`src/rtl/onn_run_sequencer.sv`:
```
// Run sequencer for the 15-neuron oscillator array: serial config load, delayed
// nout->nin feedback run, convergence/inconsistency/timeout detection with retry.
//
// state  | meaning
// S_IDLE | waiting for start; result and status flags held
// S_LOAD | shifting the config image into the array, MSB first, load_o high
// S_GAP  | one quiet cycle; feedback pipe preloaded with the initial pattern
// S_RUN  | array running with delayed feedback; steady/incons/timeout watched
// S_DONE | one-cycle done pulse, then back to idle
module onn_run_sequencer #(
   parameter int N_NEUR     = 15,
   parameter int CFG_BITS   = 60,
   parameter int FB_DLY     = 2,
   parameter int SETTLE_MIN = 8,
   parameter int TIMEOUT    = 1024,
   parameter int MAX_RETRY  = 3,
   parameter int CNT_W      = 11
) (
   input  logic                sclk,
   input  logic                re,
   input  logic                start,
   input  logic [CFG_BITS-1:0] cfg_word,
   input  logic [N_NEUR-1:0]   init_pattern,
   output logic                bit_o,
   output logic                load_o,
   output logic [N_NEUR-1:0]   nin_o,
   input  logic [N_NEUR-1:0]   nout_i,
   input  logic                steady_i,
   input  logic                incons_i,
   output logic                busy,
   output logic                done,
   output logic [N_NEUR-1:0]   result,
   output logic                converged,
   output logic                fail_incons,
   output logic                fail_timeout,
   output logic [1:0]          retries
);

   typedef enum logic [2:0] {S_IDLE, S_LOAD, S_GAP, S_RUN, S_DONE} state_t;

   localparam logic [CNT_W-1:0] LP_LOAD_LAST = CNT_W'(CFG_BITS - 1);
   localparam logic [CNT_W-1:0] LP_SETTLE    = CNT_W'(SETTLE_MIN);
   localparam logic [CNT_W-1:0] LP_TMO       = CNT_W'(TIMEOUT);
   localparam logic [1:0]       LP_MAX_RETRY = 2'(MAX_RETRY);

   state_t              r_state;
   state_t              w_state_nx;
   logic [CFG_BITS-1:0] r_cfg_img;
   logic [CFG_BITS-1:0] r_shift;
   logic [N_NEUR-1:0]   r_pat;
   logic [CNT_W-1:0]    r_cnt;
   logic [CNT_W-1:0]    r_stdy;
   logic [N_NEUR-1:0]   r_fb [FB_DLY];
   logic [N_NEUR-1:0]   r_nin_hold;
   logic [N_NEUR-1:0]   r_result;
   logic                r_conv;
   logic                r_fail_incons;
   logic                r_fail_tmo;
   logic [1:0]          r_retries;

   logic                w_accept;
   logic                w_retry;
   logic                w_fin_incons;
   logic                w_fin_conv;
   logic                w_fin_tmo;
   logic [CNT_W-1:0]    w_tmo_nx;
   logic [CNT_W-1:0]    w_stdy_nx;

   always_comb begin
      w_state_nx   = r_state;
      w_accept     = 1'b0;
      w_retry      = 1'b0;
      w_fin_incons = 1'b0;
      w_fin_conv   = 1'b0;
      w_fin_tmo    = 1'b0;
      w_tmo_nx     = r_cnt + CNT_W'(1);
      w_stdy_nx    = (steady_i && !incons_i) ? r_stdy + CNT_W'(1) : '0;
      case (r_state)
         S_IDLE: begin
            if (start) begin
               w_accept   = 1'b1;
               w_state_nx = S_LOAD;
            end
         end
         S_LOAD: begin
            if (r_cnt == LP_LOAD_LAST) w_state_nx = S_GAP;
         end
         S_GAP: w_state_nx = S_RUN;
         S_RUN: begin
            // inconsistency outranks a simultaneous convergence or timeout
            if (incons_i) begin
               if (r_retries < LP_MAX_RETRY) begin
                  w_retry    = 1'b1;
                  w_state_nx = S_LOAD;
               end else begin
                  w_fin_incons = 1'b1;
                  w_state_nx   = S_DONE;
               end
            end else if (w_stdy_nx == LP_SETTLE) begin
               w_fin_conv = 1'b1;
               w_state_nx = S_DONE;
            end else if (w_tmo_nx == LP_TMO) begin
               w_fin_tmo  = 1'b1;
               w_state_nx = S_DONE;
            end
         end
         S_DONE:  w_state_nx = S_IDLE;
         default: w_state_nx = S_IDLE;
      endcase
   end

   always_ff @(posedge sclk or posedge re) begin
      if (re) begin
         r_state       <= S_IDLE;
         r_cfg_img     <= '0;
         r_shift       <= '0;
         r_pat         <= '0;
         r_cnt         <= '0;
         r_stdy        <= '0;
         for (int i = 0; i < FB_DLY; i++) r_fb[i] <= '0;
         r_nin_hold    <= '0;
         r_result      <= '0;
         r_conv        <= 1'b0;
         r_fail_incons <= 1'b0;
         r_fail_tmo    <= 1'b0;
         r_retries     <= 2'd0;
      end else begin
         r_state <= w_state_nx;
         case (r_state)
            S_IDLE: begin
               if (w_accept) begin
                  r_cfg_img     <= cfg_word;
                  r_shift       <= cfg_word;
                  r_pat         <= init_pattern;
                  r_cnt         <= '0;
                  r_conv        <= 1'b0;
                  r_fail_incons <= 1'b0;
                  r_fail_tmo    <= 1'b0;
                  r_retries     <= 2'd0;
               end
            end
            S_LOAD: begin
               r_shift <= {r_shift[CFG_BITS-2:0], 1'b0};
               r_cnt   <= r_cnt + CNT_W'(1);
            end
            S_GAP: begin
               for (int i = 0; i < FB_DLY; i++) r_fb[i] <= r_pat;
               r_cnt  <= '0;
               r_stdy <= '0;
            end
            S_RUN: begin
               r_fb[0] <= nout_i;
               for (int i = 1; i < FB_DLY; i++) r_fb[i] <= r_fb[i-1];
               r_nin_hold <= r_fb[FB_DLY-1];
               r_cnt      <= w_tmo_nx;
               r_stdy     <= w_stdy_nx;
               if (w_retry) begin
                  r_retries <= r_retries + 2'd1;
                  r_shift   <= r_cfg_img;
                  r_cnt     <= '0;
               end
               if (w_fin_incons) r_fail_incons <= 1'b1;
               if (w_fin_conv)   r_conv        <= 1'b1;
               if (w_fin_tmo)    r_fail_tmo    <= 1'b1;
               if (w_fin_incons || w_fin_conv || w_fin_tmo) r_result <= nout_i;
            end
            default: ;
         endcase
      end
   end

   // nin_o follows the pipe only while running, otherwise it holds the last driven pattern
   assign nin_o        = (r_state == S_RUN) ? r_fb[FB_DLY-1] : r_nin_hold;
   assign bit_o        = (r_state == S_LOAD) ? r_shift[CFG_BITS-1] : 1'b0;
   assign load_o       = (r_state == S_LOAD);
   assign busy         = (r_state != S_IDLE);
   assign done         = (r_state == S_DONE);
   assign result       = r_result;
   assign converged    = r_conv;
   assign fail_incons  = r_fail_incons;
   assign fail_timeout = r_fail_tmo;
   assign retries      = r_retries;

endmodule

```
`config.mk`:
```
export PLATFORM = sky130hd
export DESIGN_NAME = onn_run_sequencer
export DESIGN_NICKNAME = d
export VERILOG_FILES = /design/src/rtl/onn_run_sequencer.sv
export SDC_FILE = /design/constraint.sdc
export NUM_CORES = 1
export LEC_CHECK = 0
export ABC_CLOCK_PERIOD_IN_PS = 23600
export CAP_MARGIN = 0
export CORE_MARGIN = 2
export CORE_UTILIZATION = 33
export CTS_CLUSTER_SIZE = 24
export DETAILED_ROUTE_END_ITERATION = 8
export PLACE_DENSITY = 0.54
export SKIP_LAST_GASP = 1
export SYNTH_ARGS = -nofsm -noshare
export SYNTH_HDL_FRONTEND = slang
export SYNTH_SLANG_ARGS = --single-unit
```
`constraint.sdc`:
```
create_clock -name sclk -period 23.6 [get_ports sclk]
set_input_delay 4.72 -clock sclk [delete_from_list [all_inputs] [get_ports sclk]]
set_output_delay 4.72 -clock sclk [all_outputs]
set_load 0.03 [all_outputs]
```
==> metrics.yaml, run 1 <==
status:
  status: "finished clean"
yosys:
  netlist_top_cells_area: "dfrtp_1 (51%), nand2_1 (13%), o21ai_0 (6.0%), mux2i_1 (5.4%), a21oi_1 (4.3%)"
  avgSynthCellArea_um2: 8.64
  synth_area_leader_cell: "dfrtp_1"
  synth_area_mm2: 0.0111
  synth-seq-cells: 225
  post_synth_xor_area_fraction_pct: 0.632
  ys_async_sr_fraction_pct: 100
  synthCells: 1284
  ys_seq_area_share_pct: 50.7
  synth_nets: 1382
  synth_top_family_by_area: "simple AND/OR/NAND/NOR gates"
  yosysWarnings: 0
  synth_top_area_share_pct: 50.7
  ys_types: 54
  synth-compound-area-share_pct: 15.4
  synth_fa_ha_area_share_pct: 0.338
  synth_simple_gate_area_share_pct: 23.1
  synth_edf_count: 0
  synthFlopType: "dfrtp_1"
  synth_mux_area_share_pct: 5.51
placed_design:
  gp_congestion: 0.777
  hpwl_um: 18100
  dp.cells: 1777
  dpl_worst_slack_ns: 15.68
  dpl-instance-area_mm2: 0.0127
  numPortBuffers: 133
global_route:
  grt.total_usage_pct: 16.8
  grt-ovfl-total: 0
  antenna_found_initial: 2
  grt_pass1_wl_um: 48400
  grt_max_degree: 97
  first_global_vias: 8850
min_path:
  hold-path-endpoint: "r_pat[1]"
  worstHoldPathCells: 2
  worstHoldStart: "r_pat[1]"
  hold_class: "flop to flop"
clocking:
  cts_tree: "built"
  clk_latency_ns: 0.54
  cts-root-buf: "clkbuf_16"
  cts.clk_slew.worst_paths_ns: 0.06
  clock_sinks: 225
  cts_hold_buf: 0
  cts_made_buffers: 27
  htreeDepth: 1
  cts_resized: 0
  postCtsSetupBuffers: 0
  clk_path_buf_depth: 3
final_layout:
  syn2layout_area_growth_pct: 22.3
  drive_gt1_share_pct: 5.52
  nets: 1456
  fin_area_mm2: 0.0136
  layout_common_cells: "nand2_1 (380), dfrtp_1 (223), o21ai_0 (133), clkdlybuf4s50_1 (133), a21oi_1 (95)"
  stdcell_count: 1825
  fillerInstances: 3364
  final_common_cell: "nand2_1"
sta:
  setup_viol: 0
  finalSetupTns_ns: 0
  period_share_pct: 34.7
  finalClockSkew_ns: 0.0168
  timing.final.crit_period_ns: 8.18
  hold_violations: 0
  maxSlewViolCount: 0
  worst_pin_slew_ns: 1.21
  fmax_mhz: 122
  setup_slack_ns: 15.42
  rsz0062_at_grt: "false"
  relSlewSlack_pct: 19.1
pwr:
  pwr-share-seq_pct: 37.0
  power_density_mw_per_mm2: 130
  peakVddDrop_mv: 0.0640
  pwr-share-comb_pct: 39.4
  p_leak_uw: 0.00607
  intPower_uw: 1070
  clkPwrFrac_pct: 23.6
  p_sw_uw: 696
  p_sw_share_pct: 39.4
setup_path:
  endpoint_kind: "output pin"
  cpMostUsedCell: "nand2_1"
  slowest_delay_ns: 0.98
  path_cells: "nand3b_1 -> nand2_1 -> nand2_1 -> clkdlybuf4s50_1"
  cp_data_required_time_ns: 18.88
  cp_max_fo: 54
  worstSetupStartpointType: "flop"
  reg2reg_depth: 6
  r2r_slack_ns: 19.42
  worstSetupPathType: "flop to output pin"
  crit_path_top_delay_cell: "dfrtp_2"
  crit_family: "simple AND/OR/NAND/NOR gates"
  critPathArrivalTime_ns: 3.46
  worst_r2r_endpoint: "r_shift[51]"
  r2r_start: "r_state[1]"
  cp_num_buf_inv: 1
route:
  ant_nets: 0
  drc: 0
  post_drt_wl_per_cell_um: 16.1
  drt_iter0_markers: 691
  wirelength_um: 29400
  drt_pre_antenna_iters: 5
  viasPerCell: 4.97
  vias: 9073
run:
  cap_violations: 0
floorplanning:
  rows: 67
  die_h_um: 187
  ios: 134
  die_area_mm2: 0.0351
  initial_core_util_pct: 33.3
  die_w_um: 187
  core_mm2: 0.0333
[cells in the mapped netlist, types with 2 or more instances]
cell type,n
a21oi_1,95
a22o_1,4
a31oi_1,17
and2_0,2
and2_1,5
and3_1,18
and3b_1,2
and4_1,3
buf_1,8
buf_2,11
buf_4,2
buf_6,3
clkbuf_1,72
dfrtp_1,225
ha_1,3
inv_1,17
mux2i_1,60
nand2_1,381
nand2b_1,20
nand3_1,13
nand3b_1,4
nand4_1,33
nor2_1,75
nor2b_1,19
nor3_1,4
o21ai_0,133
o311ai_0,9
o311ai_2,6
o31ai_1,6
o41ai_2,2
or3_1,3
xnor2_1,5
xor2_1,3
[registers in the layout (all words and copies together) (netlist names)]
| signal | flops |
|---|---|
| fail_incons | 1 |
| r_stdy | 11 |
| r_fb | 30 |
| fail_timeout | 1 |
| r_cnt | 11 |
| retries | 2 |
| r_shift | 60 |
| r_cfg_img | 60 |
| r_pat | 15 |
| r_nin_hold | 15 |
| r_state | 3 |
| converged | 1 |
| result | 15 |
[cell type report]
class	instances	area [um^2]	area share, %
Sequential cell	225	5640	41.5
Tap cell	448	561	4.13
Clock inverter	6	83.8	0.618
Inverter	17	71.3	0.526
Clock buffer	41	808	5.96
Multi-Input combinational cell	945	5010	36.9
Antenna cell	1	2.50	0.0184
Timing Repair Buffer	142	1400	10.3
[worst reg2reg max path, stage by stage, from the launching register on]
cell and delay [ns]:
dfrtp_4 0.69, buf_4 0.75, nor3_1 0.29, and2_4 0.51, o22ai_4 0.72, buf_4 0.79, o21ai_0 0.28
[worst max-delay path by stage]
stage / from / to / depth (start not counted)
CTS: r_state[0] / nin_o[8] / 4
finish: r_state[0] / nin_o[8] / 4
detailed placement: incons_i / result[4] / 7
global placement: incons_i / result[0] / 7
floorplan: re / converged / 1
global route: r_state[0] / nin_o[4] / 4
[power groups by stage]
stage	Combinational (uW)	Sequential [uW]	Clock (uW)
3_3_place_gp	693	656	0
5_1_grt	792	677	443
3_5_place_dp	706	660	0
6_report	695	654	418
4_1_cts	708	655	429
2_1_floorplan	510	641	0
[cell families (layout without fill, tap and decap cells)]
family          count (synthesis)  after routing
simple gates                  588            588
compound gates                285            285
flops                         225            225
buf+inv                       114            206
mux                            61             61
xor+xnor                        8              8
fa+ha+maj                       3              3
other cells                     0              1
[layer usage]
layer / part of all wire, % / track usage, % / vias to the layer above
met2: 45 / 26.5 / 223
li1: - / - / 4501
met4: 2.6 / 4.79 / 2
met3: 5.6 / 3.17 / 48
met1: 47 / 23.5 / 4299
met5: 0.044 / 0 / -
[stage by stage]
| stage | utilization, % | power [uW] | hold slack, ns |
|---|---|---|---|
| final | 40.8 | 1770 | 0.464 |
| after floorplan | - | 1150 | 0.438 |
| after CTS | 40.8 | 1790 | 0.468 |
| after detailed placement | 38.1 | 1370 | 0.454 |
| after global routing | 40.8 | 1910 | 0.489 |
| after global placement | 38.1 | 1350 | 0.450 |
Note: power is estimated with default switching activity, not from simulation.
==> run 2: changes to the inputs <==
--- a/config.mk
+++ b/config.mk
@@ -5,7 +5,7 @@
 export SDC_FILE = /design/constraint.sdc
 export NUM_CORES = 1
 export LEC_CHECK = 0
-export ABC_CLOCK_PERIOD_IN_PS = 23600
+export ABC_CLOCK_PERIOD_IN_PS = 7900
 export CAP_MARGIN = 0
 export CORE_MARGIN = 2
 export CORE_UTILIZATION = 33
==> constraint.sdc (replaced) <==
create_clock -name sclk -period 7.9 [get_ports sclk]
set_input_delay 1.58 -clock sclk [delete_from_list [all_inputs] [get_ports sclk]]
set_output_delay 1.58 -clock sclk [all_outputs]
set_load 0.03 [all_outputs]
==> run 2 against run 1 <==
Clock power increased to 2.9 times the previous value. Core utilization decreased by 0.068 points. Clock skew decreased by 0.0087 ns. Sequential share of layout area increased by 0.069 points. Power increased to 3.0 times the previous value.
==> metrics.yaml, run 2 (same netlist as run 1, synthesis figures left out) <==
clocking:
  postCtsSetupBuffers: 0  # unchanged
  cts_tree: "built"  # unchanged
  clk_latency_ns: 0.53  # was 0.54 ns
  clk_path_buf_depth: 3  # unchanged
  clock_sinks: 225  # unchanged
  cts.clk_slew.worst_paths_ns: 0.06  # about the same
  htreeDepth: 1  # unchanged
  cts_resized: 0  # unchanged
  cts_hold_buf: 0  # unchanged
  cts_made_buffers: 27  # unchanged
  cts-root-buf: "clkbuf_16"  # unchanged
final_layout:
  stdcell_count: 1827  # was 1,825
  drive_gt1_share_pct: 5.51  # was 5.52%
  reg_top3: "r_cfg_img: 60 flops, r_shift: 60 flops, r_fb: 30 flops"  # unchanged
  antenna_cells: 0  # was 1
  nets: 1457  # was 1,456
  layout_common_cells: "nand2_1 (380), dfrtp_1 (223), o21ai_0 (133), clkdlybuf4s50_1 (133), a21oi_1 (95)"  # unchanged
  fillerInstances: 3444  # was 3,364
  final_common_cell: "nand2_1"  # unchanged
  syn2layout_area_growth_pct: 22.1  # was 22.3%
status:
  status: "finished clean"  # unchanged
placed_design:
  dp.cells: 1778  # was 1,777
  gp_congestion: 0.774  # was 0.777
  numPortBuffers: 133  # unchanged
  hpwl_um: 18000  # was 18,100 um
floorplanning:
  die_h_um: 187  # unchanged
  ios: 134  # unchanged
  die_w_um: 187  # unchanged
  rows: 67  # unchanged
  initial_core_util_pct: 33.3  # unchanged
  die_area_mm2: 0.0351  # unchanged
  core_mm2: 0.0333  # unchanged
global_route:
  grt.total_usage_pct: 16.6  # was 16.8%
  grt-ovfl-total: 0  # unchanged
  antenna_found_initial: 2  # unchanged
  grt_max_degree: 103  # was 97
  first_global_vias: 8979  # was 8,850
  grt_pass1_wl_um: 48400  # about the same
setup_path:
  worstSetupPathType: "flop to output pin"  # unchanged
  cp_data_required_time_ns: 6.32  # was 18.88 ns
  worstSetupStartpointType: "flop"  # unchanged
  critPathArrivalTime_ns: 3.46  # about the same
  cp_max_fo: 54  # unchanged
  endpoint_kind: "output pin"  # unchanged
sta:
  worst_pin_slew_ns: 1.23  # was 1.21 ns
  setup_viol: 0  # unchanged
  period_share_pct: 63.8
  relSlewSlack_pct: 18.2  # was 19.1%
  timing.final.crit_period_ns: 5.04
  maxSlewViolCount: 0  # unchanged
  fmax_mhz: 198
  hold_violations: 0  # unchanged
  finalClockSkew_ns: 0.00810  # was 0.0168 ns
  finalSetupTns_ns: 0  # unchanged
  rsz0062_at_grt: "false"  # unchanged
route:
  vias: 9119  # was 9,073
  drt_pre_antenna_iters: 5  # unchanged
  post_drt_wl_per_cell_um: 16.0  # was 16.1 um
  viasPerCell: 4.99  # was 4.97
  drc: 0  # unchanged
  wirelength_um: 29300  # was 29,400 um
  drt_iter0_markers: 570  # was 691
  ant_nets: 0  # unchanged
run:
  cap_violations: 0  # unchanged
pwr:
  power_density_mw_per_mm2: 387  # was 130 mW/mm^2
  peakVddDrop_mv: 0.186  # was 0.0640 mV
  p_leak_uw: 0.00606  # was 0.00607 uW
min_path:
  hold_class: "flop to flop"  # unchanged
run 2: changes by cell type in the layout (fill, tap and decap cells not counted):
cell	delta
buf_4	+1
bufinv_16	-1
clkbuf_1	+3
clkbuf_8	-1
clkinv_2	+1
diode_2	-1
run 2: worst max-delay path, stage by stage, from the launching register on:
cell and delay (ns):
dfrtp_2 0.96, nand3b_1 0.95, nand2_1 0.31, nand2_1 0.10, clkdlybuf4s50_1 0.60
run 2: area by class of cell:
type | count | area (um^2) | share of cell area, %
well taps | 448 | 561 | 4.14
repair buffers | 143 | 1410 | 10.4
clock buffers | 43 | 806 | 5.95
multi-input cells | 945 | 5010 | 37.0
inverters | 17 | 71.3 | 0.526
clock inverters | 6 | 58.8 | 0.434
flip-flops and latches | 225 | 5640 | 41.6
run 2: layer usage:
metal	up-vias	routed length [um]	global-route usage [%]
li1	4508	-	-
met1	4339	13600	22.1
met2	220	13300	27.5
met3	48	1700	3.70
met4	4	709	4.30
met5	-	27	0
run 2: worst paths after layout:
kind / from / end / slack, ns / cells past startpoint
min reg2reg: r_pat[9] / r_pat[9] / 0.47 / 2
min: r_pat[9] / r_pat[9] / 0.47 / 2
max: r_state[0] / nin_o[5] / 2.86 / 4
max in group asynchronous: re / r_state[0] / 4.92 / 3
max reg2reg: r_state[1] / r_shift[33] / 3.95 / 8
min in group asynchronous: re / r_shift[22] / 1.56 / 2
run 2: report_power, final:
group / switching [uW] / leakage, uW / internal, uW
Clock: 482 / 0.000428 / 726
Combinational: 1260 / 0.00280 / 801
Sequential: 335 / 0.00283 / 1640
run 2: stage by stage:
step	power (uW)	area [um^2]	worst slack, ns	hold slack, ns	util, %
floorplan	3440	11100	0.157	0.438	-
global placement	4020	12700	3.30	0.451	38.1
detailed placement	4080	12700	3.21	0.455	38.1
CTS	5320	13500	2.81	0.470	40.7
global route	5670	13500	2.52	0.489	40.7
finish	5240	13500	2.86	0.467	40.7
